$ cat config.mk
export PLATFORM = sky130hd
export DESIGN_NAME = fetch_ctrl_flat
export DESIGN_NICKNAME = d
export VERILOG_FILES = /design/src/rtl/fetch_pkg.sv /design/src/rtl/fetch_ctrl_if.sv /design/src/rtl/pc_addr_check.sv /design/src/rtl/fetch_ctrl.sv /design/src/flat_wrapper.sv
export SDC_FILE = /design/constraint.sdc
export NUM_CORES = 1
export LEC_CHECK = 0
export CAP_MARGIN = 10
export CORE_MARGIN = 2
export CORE_UTILIZATION = 42
export DETAILED_ROUTE_END_ITERATION = 8
export PLACE_DENSITY_LB_ADDON = 0.3
export SLEW_MARGIN = 20
export SYNTH_ARGS = -nofsm -noshare
export SYNTH_HDL_FRONTEND = slang
export SYNTH_SLANG_ARGS = --single-unit
$ cat constraint.sdc
create_clock -name clk -period 2.1 [get_ports clk]
set_input_delay 0.315 -clock clk [delete_from_list [all_inputs] [get_ports clk]]
set_output_delay 0.315 -clock clk [all_outputs]
set_load 0.02 [all_outputs]
$ cat src/rtl/fetch_pkg.sv
// Purpose: shared constants and state type for the IF-stage PC sequencer.
// Latency: n/a (declarations only).
// Backpressure: n/a.
// Contents: reset/handler PCs, legal ROM fetch window, RUN/PEND state enum.
package fetch_pkg;

   localparam logic [31:0] RESET_PC   = 32'h0000_3000;
   localparam logic [31:0] HANDLER_PC = 32'h0000_4180;
   localparam logic [31:0] ROM_LO     = 32'h0000_3000;
   localparam logic [31:0] ROM_HI     = 32'h0000_6FFC;

   // RUN: no redirect waiting; PEND: a redirect arrived during a stall
   typedef enum logic {
      RUN  = 1'b0,
      PEND = 1'b1
   } fetch_state_e;

endpackage

$ cat src/rtl/fetch_ctrl_if.sv
// Purpose: bundle of control inputs and PC outputs between ID/CP0 and the fetch sequencer.
// Latency: n/a (wires only).
// Backpressure: Stall holds the PC; there is no other flow control.
// Modports: master = pipeline side (drives Stall/RedirEn/RedirPc/ExcEn/EretEn/Epc),
//           slave  = fetch_ctrl (drives Pc/Pc4/PendValid/FetchAdel).
interface fetch_ctrl_if;

   logic        Stall;
   logic        RedirEn;
   logic [31:0] RedirPc;
   logic        ExcEn;
   logic        EretEn;
   logic [31:0] Epc;
   logic [31:0] Pc;
   logic [31:0] Pc4;
   logic        PendValid;
   logic        FetchAdel;

   modport master (
      output Stall, RedirEn, RedirPc, ExcEn, EretEn, Epc,
      input  Pc, Pc4, PendValid, FetchAdel
   );

   modport slave (
      input  Stall, RedirEn, RedirPc, ExcEn, EretEn, Epc,
      output Pc, Pc4, PendValid, FetchAdel
   );

endinterface

$ cat src/rtl/pc_addr_check.sv
// Purpose: flags a fetch address that is misaligned or outside [lo, hi].
// Latency: combinational, 0 cycles.
// Backpressure: none.
// Ports: pc (in 32), lo (in 32), hi (in 32), adel (out 1).
// The module body only exists when FETCH_ADDR_CHECK_EN is defined, since
// nothing else instantiates it and the default build carries no checker.
`ifdef FETCH_ADDR_CHECK_EN
module pc_addr_check (
   input  logic [31:0] pc,
   input  logic [31:0] lo,
   input  logic [31:0] hi,
   output logic        adel
);

   assign adel = (pc[1:0] != 2'b00) | (pc < lo) | (pc > hi);

endmodule
`endif

$ cat src/rtl/fetch_ctrl.sv
// Purpose: IF-stage PC sequencer (increment, stall, redirect, exception, ERET, buffered redirect).
// Latency: Pc registered; next Pc visible one cycle after the controlling inputs; Pc4/FetchAdel combinational.
// Backpressure: Stall holds Pc; a redirect seen while stalled is buffered and applied on release.
// Ports: clk, reset (sync, active-high), bus (fetch_ctrl_if.slave).
// Config: FETCH_ADDR_CHECK_EN enables the address checker driving FetchAdel; otherwise FetchAdel=0.
module fetch_ctrl
   import fetch_pkg::*;
(
   input  logic         clk,
   input  logic         reset,
   fetch_ctrl_if.slave  bus
);

   logic [31:0]  pc_q, pc_d;
   logic [31:0]  pend_pc_q, pend_pc_d;
   fetch_state_e state_q, state_d;

   always_ff @(posedge clk) begin
      if (reset) begin
         pc_q      <= RESET_PC;
         pend_pc_q <= 32'h0;
         state_q   <= RUN;
      end else begin
         pc_q      <= pc_d;
         pend_pc_q <= pend_pc_d;
         state_q   <= state_d;
      end
   end

   // Next-PC priority: exception > ERET > stalled redirect (buffer) >
   // live redirect > release of buffered redirect > stall > increment.
   always_comb begin
      pc_d      = pc_q;
      pend_pc_d = pend_pc_q;
      state_d   = state_q;
      if (bus.ExcEn) begin
         pc_d      = HANDLER_PC;
         pend_pc_d = 32'h0;
         state_d   = RUN;
      end else if (bus.EretEn) begin
         pc_d      = bus.Epc;
         pend_pc_d = 32'h0;
         state_d   = RUN;
      end else if (bus.RedirEn && bus.Stall) begin
         // latest redirect wins if one is already buffered
         pend_pc_d = bus.RedirPc;
         state_d   = PEND;
      end else if (bus.RedirEn) begin
         pc_d      = bus.RedirPc;
         state_d   = RUN;
      end else if ((state_q == PEND) && !bus.Stall) begin
         pc_d      = pend_pc_q;
         state_d   = RUN;
      end else if (!bus.Stall) begin
         pc_d      = pc_q + 32'd4;
      end
   end

   assign bus.Pc        = pc_q;
   assign bus.Pc4       = pc_q + 32'd4;
   assign bus.PendValid = (state_q == PEND);

`ifdef FETCH_ADDR_CHECK_EN
   // Pc still drives the ROM unchanged; CP0 decides whether to trap.
   pc_addr_check u_pc_addr_check (
      .pc   (pc_q),
      .lo   (ROM_LO),
      .hi   (ROM_HI),
      .adel (bus.FetchAdel)
   );
`else
   assign bus.FetchAdel = 1'b0;
`endif

endmodule
$ cat src/flat_wrapper.sv
// flat-port wrapper written by rule: the top's interface ports become plain ports
module fetch_ctrl_flat import fetch_pkg::*;
  (clk, reset, bus_Stall, bus_RedirEn, bus_RedirPc, bus_ExcEn, bus_EretEn, bus_Epc, bus_Pc, bus_Pc4, bus_PendValid, bus_FetchAdel);
  fetch_ctrl_if bus_i ();
  input  logic clk;
  input  logic reset;
  input wire logic [$bits(bus_i.Stall)-1:0] bus_Stall;
  input wire logic [$bits(bus_i.RedirEn)-1:0] bus_RedirEn;
  input wire logic [$bits(bus_i.RedirPc)-1:0] bus_RedirPc;
  input wire logic [$bits(bus_i.ExcEn)-1:0] bus_ExcEn;
  input wire logic [$bits(bus_i.EretEn)-1:0] bus_EretEn;
  input wire logic [$bits(bus_i.Epc)-1:0] bus_Epc;
  output wire logic [$bits(bus_i.Pc)-1:0] bus_Pc;
  output wire logic [$bits(bus_i.Pc4)-1:0] bus_Pc4;
  output wire logic [$bits(bus_i.PendValid)-1:0] bus_PendValid;
  output wire logic [$bits(bus_i.FetchAdel)-1:0] bus_FetchAdel;
  assign bus_i.Stall = bus_Stall;
  assign bus_i.RedirEn = bus_RedirEn;
  assign bus_i.RedirPc = bus_RedirPc;
  assign bus_i.ExcEn = bus_ExcEn;
  assign bus_i.EretEn = bus_EretEn;
  assign bus_i.Epc = bus_Epc;
  assign bus_Pc = bus_i.Pc;
  assign bus_Pc4 = bus_i.Pc4;
  assign bus_PendValid = bus_i.PendValid;
  assign bus_FetchAdel = bus_i.FetchAdel;
  fetch_ctrl u_core (.clk(clk), .reset(reset), .bus(bus_i));
endmodule
==> results of run 1 <==
flip-flops by register name, summed over array words and instances, names as in the netlist, named ones only:
signal and count:
u_core.pend_pc_q 32, u_core.bus.Pc 30, u_core.bus.PendValid 1
layout by cell type (no fill, tap or decap), types with 14 or more instances in the layout:
cell and count:
nor2_1 34, a21oi_1 61, nand3_1 14, o21ai_0 25
dfxtp_1 50, buf_4 124, inv_1 14, nand2_1 101
clkdlybuf4s50_1 105, buf_6 18
worst min-delay path, cell delays in order (launching register included):
cell     delay, ns
dfxtp_1       0.31
nand2_1       0.05
a21oi_1       0.05
power by group:
part,total (uW),internal (uW),switching (uW)
registers,1300,1270,30.3
logic,906,438,468
clock network,1190,663,525
what timing repair did:
action                     CTS  global route
resized for setup          160            50
pin swaps                   26            27
buffers inserted            13            10
hold buffers                 0             0
setup endpoints to repair   33            31
final cells by class:
type	count	area (um^2)	share of cell area (%)
Multi-Input combinational cell	427	2873	41.72
Inverter	14	52.55	0.7632
Tap cell	129	161.4	2.344
Clock inverter	6	82.58	1.199
Timing Repair Buffer	255	2251	32.69
Sequential cell	65	1338	19.43
Clock buffer	10	127.6	1.854
path summary, 6_finish.rpt:
check | startpoint | to
worst max register to register | u_core.bus.Pc[3] | u_core.bus.Pc[27]
worst min-delay path | u_core.pend_pc_q[7] | u_core.pend_pc_q[7]
worst min register to register | u_core.pend_pc_q[7] | u_core.pend_pc_q[7]
worst max-delay path | u_core.bus.Pc[2] | bus_Pc4[22]
cells by family (layout without fill, tap and decap cells):
| logic type | after synthesis | in the layout | share of synthesized area (%) |
|---|---|---|---|
| and+or+nand+nor | 227 | 227 | 26.87 |
| AOI/OAI and AO/OA | 166 | 166 | 26.90 |
| DFF | 65 | 65 | 32.46 |
| buffers and inverters | 60 | 285 | 6.117 |
| xor gates and xnor gates | 24 | 24 | 5.243 |
| muxes | 8 | 8 | 1.998 |
| adders and majority gates | 1 | 1 | 0.3121 |
| other | 1 | 1 | 0.09354 |
routing by layer:
layer	global-route usage (%)	up-vias	part of all wire [%]
met1	41.55	2511	40
met2	52.83	370	47
met3	4.762	48	9.6
met5	0	-	0
li1	-	2419	-
met4	12.99	0	2.9
stage by stage:
stage	instance area [um^2]	instances	TNS, ns	hold WS, ns	setup WS (ns)
floorplan	4130	552	-0.5283	0.4312	-0.2417
global placement	6207	870	-8.284	0.4393	-0.6037
detailed placement	6207	870	-9.145	0.4456	-0.7021
CTS	6591	899	-5.836	0.4565	-0.4871
global route	6885	906	-8.504	0.4804	-0.5625
finish	6885	906	-6.737	0.4548	-0.5115
==> impl_metrics.tcl, run 1 <==
set metrics [dict create \
    path_common_cell "buf_6" \
    cts_tree "yes" \
    drt_pass1_iterations 5 \
    gp_congestion 0.9342 \
    grt_overflow_total 0 \
    slowest_stage "or4_4" \
    fp.dieArea_um2 10340 \
    postRouteWirelength_um 17260 \
    grt_max_degree 28 \
    report.power.total_uw 3395 \
    synth-edff-count 0 \
    cts_buffer_depth 2 \
    syn_area_um2 4009 \
    cts_buffers 9 \
    critPathKind "register to primary output" \
    seq_area_frac_synth_pct 32.46 \
    async_flop_share_pct 0 \
    hp-class "register to register" \
    nNetsFinal 843 \
    cp.required_ns 1.78 \
    place.port_buffers 134 \
    total_leakage_power_uw 0.002817 \
    yosys_warnings 0 \
    groute.usage.overall_pct 31.89 \
    crit_family "simple AND/OR/NAND/NOR gates" \
    ff2ff_setup_slack_ns -0.24 \
    setup_viol 27 \
    synthTopCellsByCount "103 x nand2_1, 65 x dfxtp_1, 63 x a21oi_1" \
    clock_latency_ns 0.35 \
    h-tree-depth 3 \
    yosysMostFrequentCell "nand2_1" \
    max-vdd-ir-drop_mv 0.3659 \
    synth_nets 623 \
    grt_pass1_vias 5064 \
    min_period_over_period_pct 124.4 \
    yosys-top-cells-area "dfxtp_1 32%, nand2_1 9.6%, a21oi_1 7.9%, xnor2_1 3.9%, nor2_1 3.5%" \
    r2r_cells 13 \
    yosys.area.top_type "dfxtp_1" \
    crit_chain "ha_4 > nand4_4 > or4_4 > buf_6 > o31a_1 > or2_4 > buf_6" \
    endpoint_kind "primary output" \
    worst_slack_ns -0.5115 \
    rsz0062_at_grt "true" \
    start_util_pct 43.39 \
    antenna_cells 0 \
    synth_top_area_share_pct 32.46 \
    grt_pass1_wl_um 25800 \
    max_freq_ghz 0.3829 \
    worstSetupPathDepth 7 \
    fillers 641 \
    max_cap_violations 0 \
    hold_viol 0 \
    cts_sinks 65 \
    synthFlopType "dfxtp_1" \
    drive_gt1_share_pct 30.37 \
    num_vias 5348 \
    violations "setup timing" \
    yosysUniqueCellTypes 61 \
    drt_iter0_drc 433 \
    final_util_pct 74.52 \
    powerDensity_nw_per_um2 493.1 \
    die_w_um 101.7 \
    cp_num_buf_inv 2 \
    period_minus_slack_ns 2.611 \
    postSynthCellCount 552 \
    antenna_found_initial 0 \
    crit_fanout 4 \
    cp_slowest_stage_delay_ns 0.56 \
    clk_pin_slew_ns 0.08 \
    core_area_um2 9240 \
    drtAntennaViolNets 0 \
    synth.avg_cell_area_um2 7.262 \
    areaGrowthSynthToFinish_pct 71.75 \
    drc 0 \
    clock_skew_ns 0.01116 \
    crit_path_start_kind "register" \
    dp_hpwl_um 12120 \
    wl_per_cell_um 19.05 \
    synth_seq_cells 65 \
    row_count 35 \
    root_buffer "clkbuf_8" \
    io_pins 136 \
    whs_path_depth 2 \
    outcome "finished with violations" \
    cp_data_arrival_time_ns 2.30 \
    maxSlewViolCount 0 \
    vias_per_cell 5.903 \
    die_h_um 101.7 \
]
No activity file was read; power rests on OpenSTA's default activity.
==> run 2: changes to the inputs <==
--- a/config.mk
+++ b/config.mk
@@ -5,7 +5,7 @@
 export SDC_FILE = /design/constraint.sdc
 export NUM_CORES = 1
 export LEC_CHECK = 0
-export CAP_MARGIN = 10
+export CAP_MARGIN = 20
 export CORE_MARGIN = 2
 export CORE_UTILIZATION = 42
 export DETAILED_ROUTE_END_ITERATION = 8
@@ -14,3 +14,4 @@
 export SYNTH_ARGS = -nofsm -noshare
 export SYNTH_HDL_FRONTEND = slang
 export SYNTH_SLANG_ARGS = --single-unit
+export TNS_END_PERCENT = 1
==> run 2 against run 1 <==
The flow still finishes with violations (setup timing). Clock skew increased by 0.0016 ns. Combinational power is 1% lower. Non-clock buffer count increased by 2. Sequential power about the same. First-iteration DRC count increased by 10%. Utilization decreased by 2.0 points. Critical endpoint is now bus_Pc4[30]. Largest cell class unchanged.
==> impl_metrics.tcl, run 2 (synthesis gave the netlist of run 1 again) <==
set metrics [dict create \
    crit_path_start_kind "register" \
    path_common_cell "or4_4" \
    min_period_over_period_pct 123.7 \
    cp_num_buf_inv 1 \
    grt_pass1_vias 5172 \
    total_leakage_power_uw 0.002726 \
    multi_input_area_um2 2731 \
    antenna_found_initial 0 \
    regMostFlops "u_core.pend_pc_q" \
    maxSlewViolCount 0 \
    relSlewSlack_pct 63.86 \
    dp_hpwl_um 12320 \
    row_count 35 \
    hold_viol 0 \
    crit_family "simple AND/OR/NAND/NOR gates" \
    gp_congestion 0.9493 \
    antenna_cells 0 \
    grt_overflow_total 0 \
    clock_latency_ns 0.36 \
    nNetsFinal 845 \
    setup_viol 24 \
    root_buffer "clkbuf_8" \
    crit_fanout 3 \
    final_common_cell "buf_4" \
    cp_slowest_stage_delay_ns 0.60 \
    h-tree-depth 3 \
    vias_per_cell 5.787 \
    cts_sinks 65 \
    io_pins 136 \
    violations "setup timing" \
    cts_hold_buf 0 \
    drt_iter0_drc 478 \
    max_slew.worst_pin.slew_ns 0.5416 \
    clock_skew_ns 0.01277 \
    cts_buffers 9 \
    period_minus_slack_ns 2.598 \
    grt_pass1_wl_um 25590 \
    worst_slack_ns -0.4978 \
    critPathKind "register to primary output" \
    start_util_pct 43.39 \
    groute.usage.overall_pct 32.05 \
    final_util_pct 72.50 \
    crit_chain "nand4_1 > or4_4 > or4_4 > xnor2_4 > buf_6" \
    place.port_buffers 134 \
    pre_cts_ws_ns -0.6208 \
    powerDensity_nw_per_um2 493.1 \
    clk_pin_slew_ns 0.08 \
    endpoint_kind "primary output" \
    seq_area_um2 1320 \
    cts_buffer_depth 2 \
    drive_gt1_share_pct 28.41 \
    drt_pass1_iterations 5 \
    mostFrequentLayoutCells "130 x buf_4, 105 x clkdlybuf4s50_1, 101 x nand2_1" \
    hp-class "register to register" \
    max_freq_ghz 0.3849 \
    drc 0 \
    max_cap_violations 0 \
    max-vdd-ir-drop_mv 0.3198 \
    outcome "finished with violations" \
    postRouteWirelength_um 16750 \
    die_h_um 101.7 \
    fillers 724 \
    report.power.total_uw 3303 \
    grt_max_degree 29 \
    core_area_um2 9240 \
    die_w_um 101.7 \
    drtAntennaViolNets 0 \
    cp_data_arrival_time_ns 2.28 \
    cts_tree "yes" \
    rsz0062_at_grt "true" \
    fp.dieArea_um2 10340 \
    largest_reg_flops 32 \
    cp.required_ns 1.78 \
    slowest_stage "or4_4" \
    num_vias 5249 \
    wl_per_cell_um 18.47 \
    areaGrowthSynthToFinish_pct 67.10 \
]
==> run 2: worst min-delay path: stages, from the launching register on <==
cell	delay (ns)
dfxtp_1	0.31
nand2_1	0.05
a21oi_1	0.05
==> run 2: layout make-up <==
type / count / area share, %
multi-input combinational: 427 / 40.77
tap: 129 / 2.409
clock buffer: 13 / 2.372
sequential: 65 / 19.70
inverter: 14 / 0.7845
timing repair buffer: 257 / 33.40
clock inverter: 2 / 0.5603
==> run 2: path summary, 6_finish.rpt <==
check                           cells past startpoint                    to  slack (ns)                 start
worst min-delay path                                2  u_core.pend_pc_q[24]        0.45  u_core.pend_pc_q[24]
worst min register to register                      2  u_core.pend_pc_q[24]        0.45  u_core.pend_pc_q[24]
worst max register to register                      6     u_core.bus.Pc[23]       -0.11      u_core.bus.Pc[3]
worst max-delay path                                5           bus_Pc4[30]       -0.50     u_core.bus.Pc[17]
==> run 2: what timing repair did <==
item,CTS,global route
endpoints found under the setup margin,31,32
gates resized for setup,126,54
pin swaps,9,12
setup buffers,6,2
==> run 2: routing by layer <==
layer | share of wire (%) | vias to the layer above | global-route usage, %
met4 | 2.9 | 0 | 15.59
li1 | - | 2421 | -
met1 | 40 | 2454 | 40.84
met2 | 47 | 330 | 51.97
met3 | 9.7 | 44 | 6.073
met5 | 0 | - | 0
==> run 2: through the flow <==
stage | instance area [um^2] | TNS [ns] | std cells | hold slack (ns)
CTS | 6549 | -6.505 | 905 | 0.4568
detailed placement | 6241 | -9.062 | 884 | 0.4473
global placement | 6241 | -7.997 | 884 | 0.4380
floorplan | 4070 | -1.593 | 552 | 0.4312
finish | 6699 | -6.247 | 907 | 0.4541
global route | 6699 | -8.086 | 907 | 0.4747
==> run 2: where the power goes <==
group,internal [uW],switching (uW),leakage (uW)
registers,1270,29.8,0.000533
clock network,608,500,0.0000957
logic,435,458,0.00210
total,2320,988,0.00273
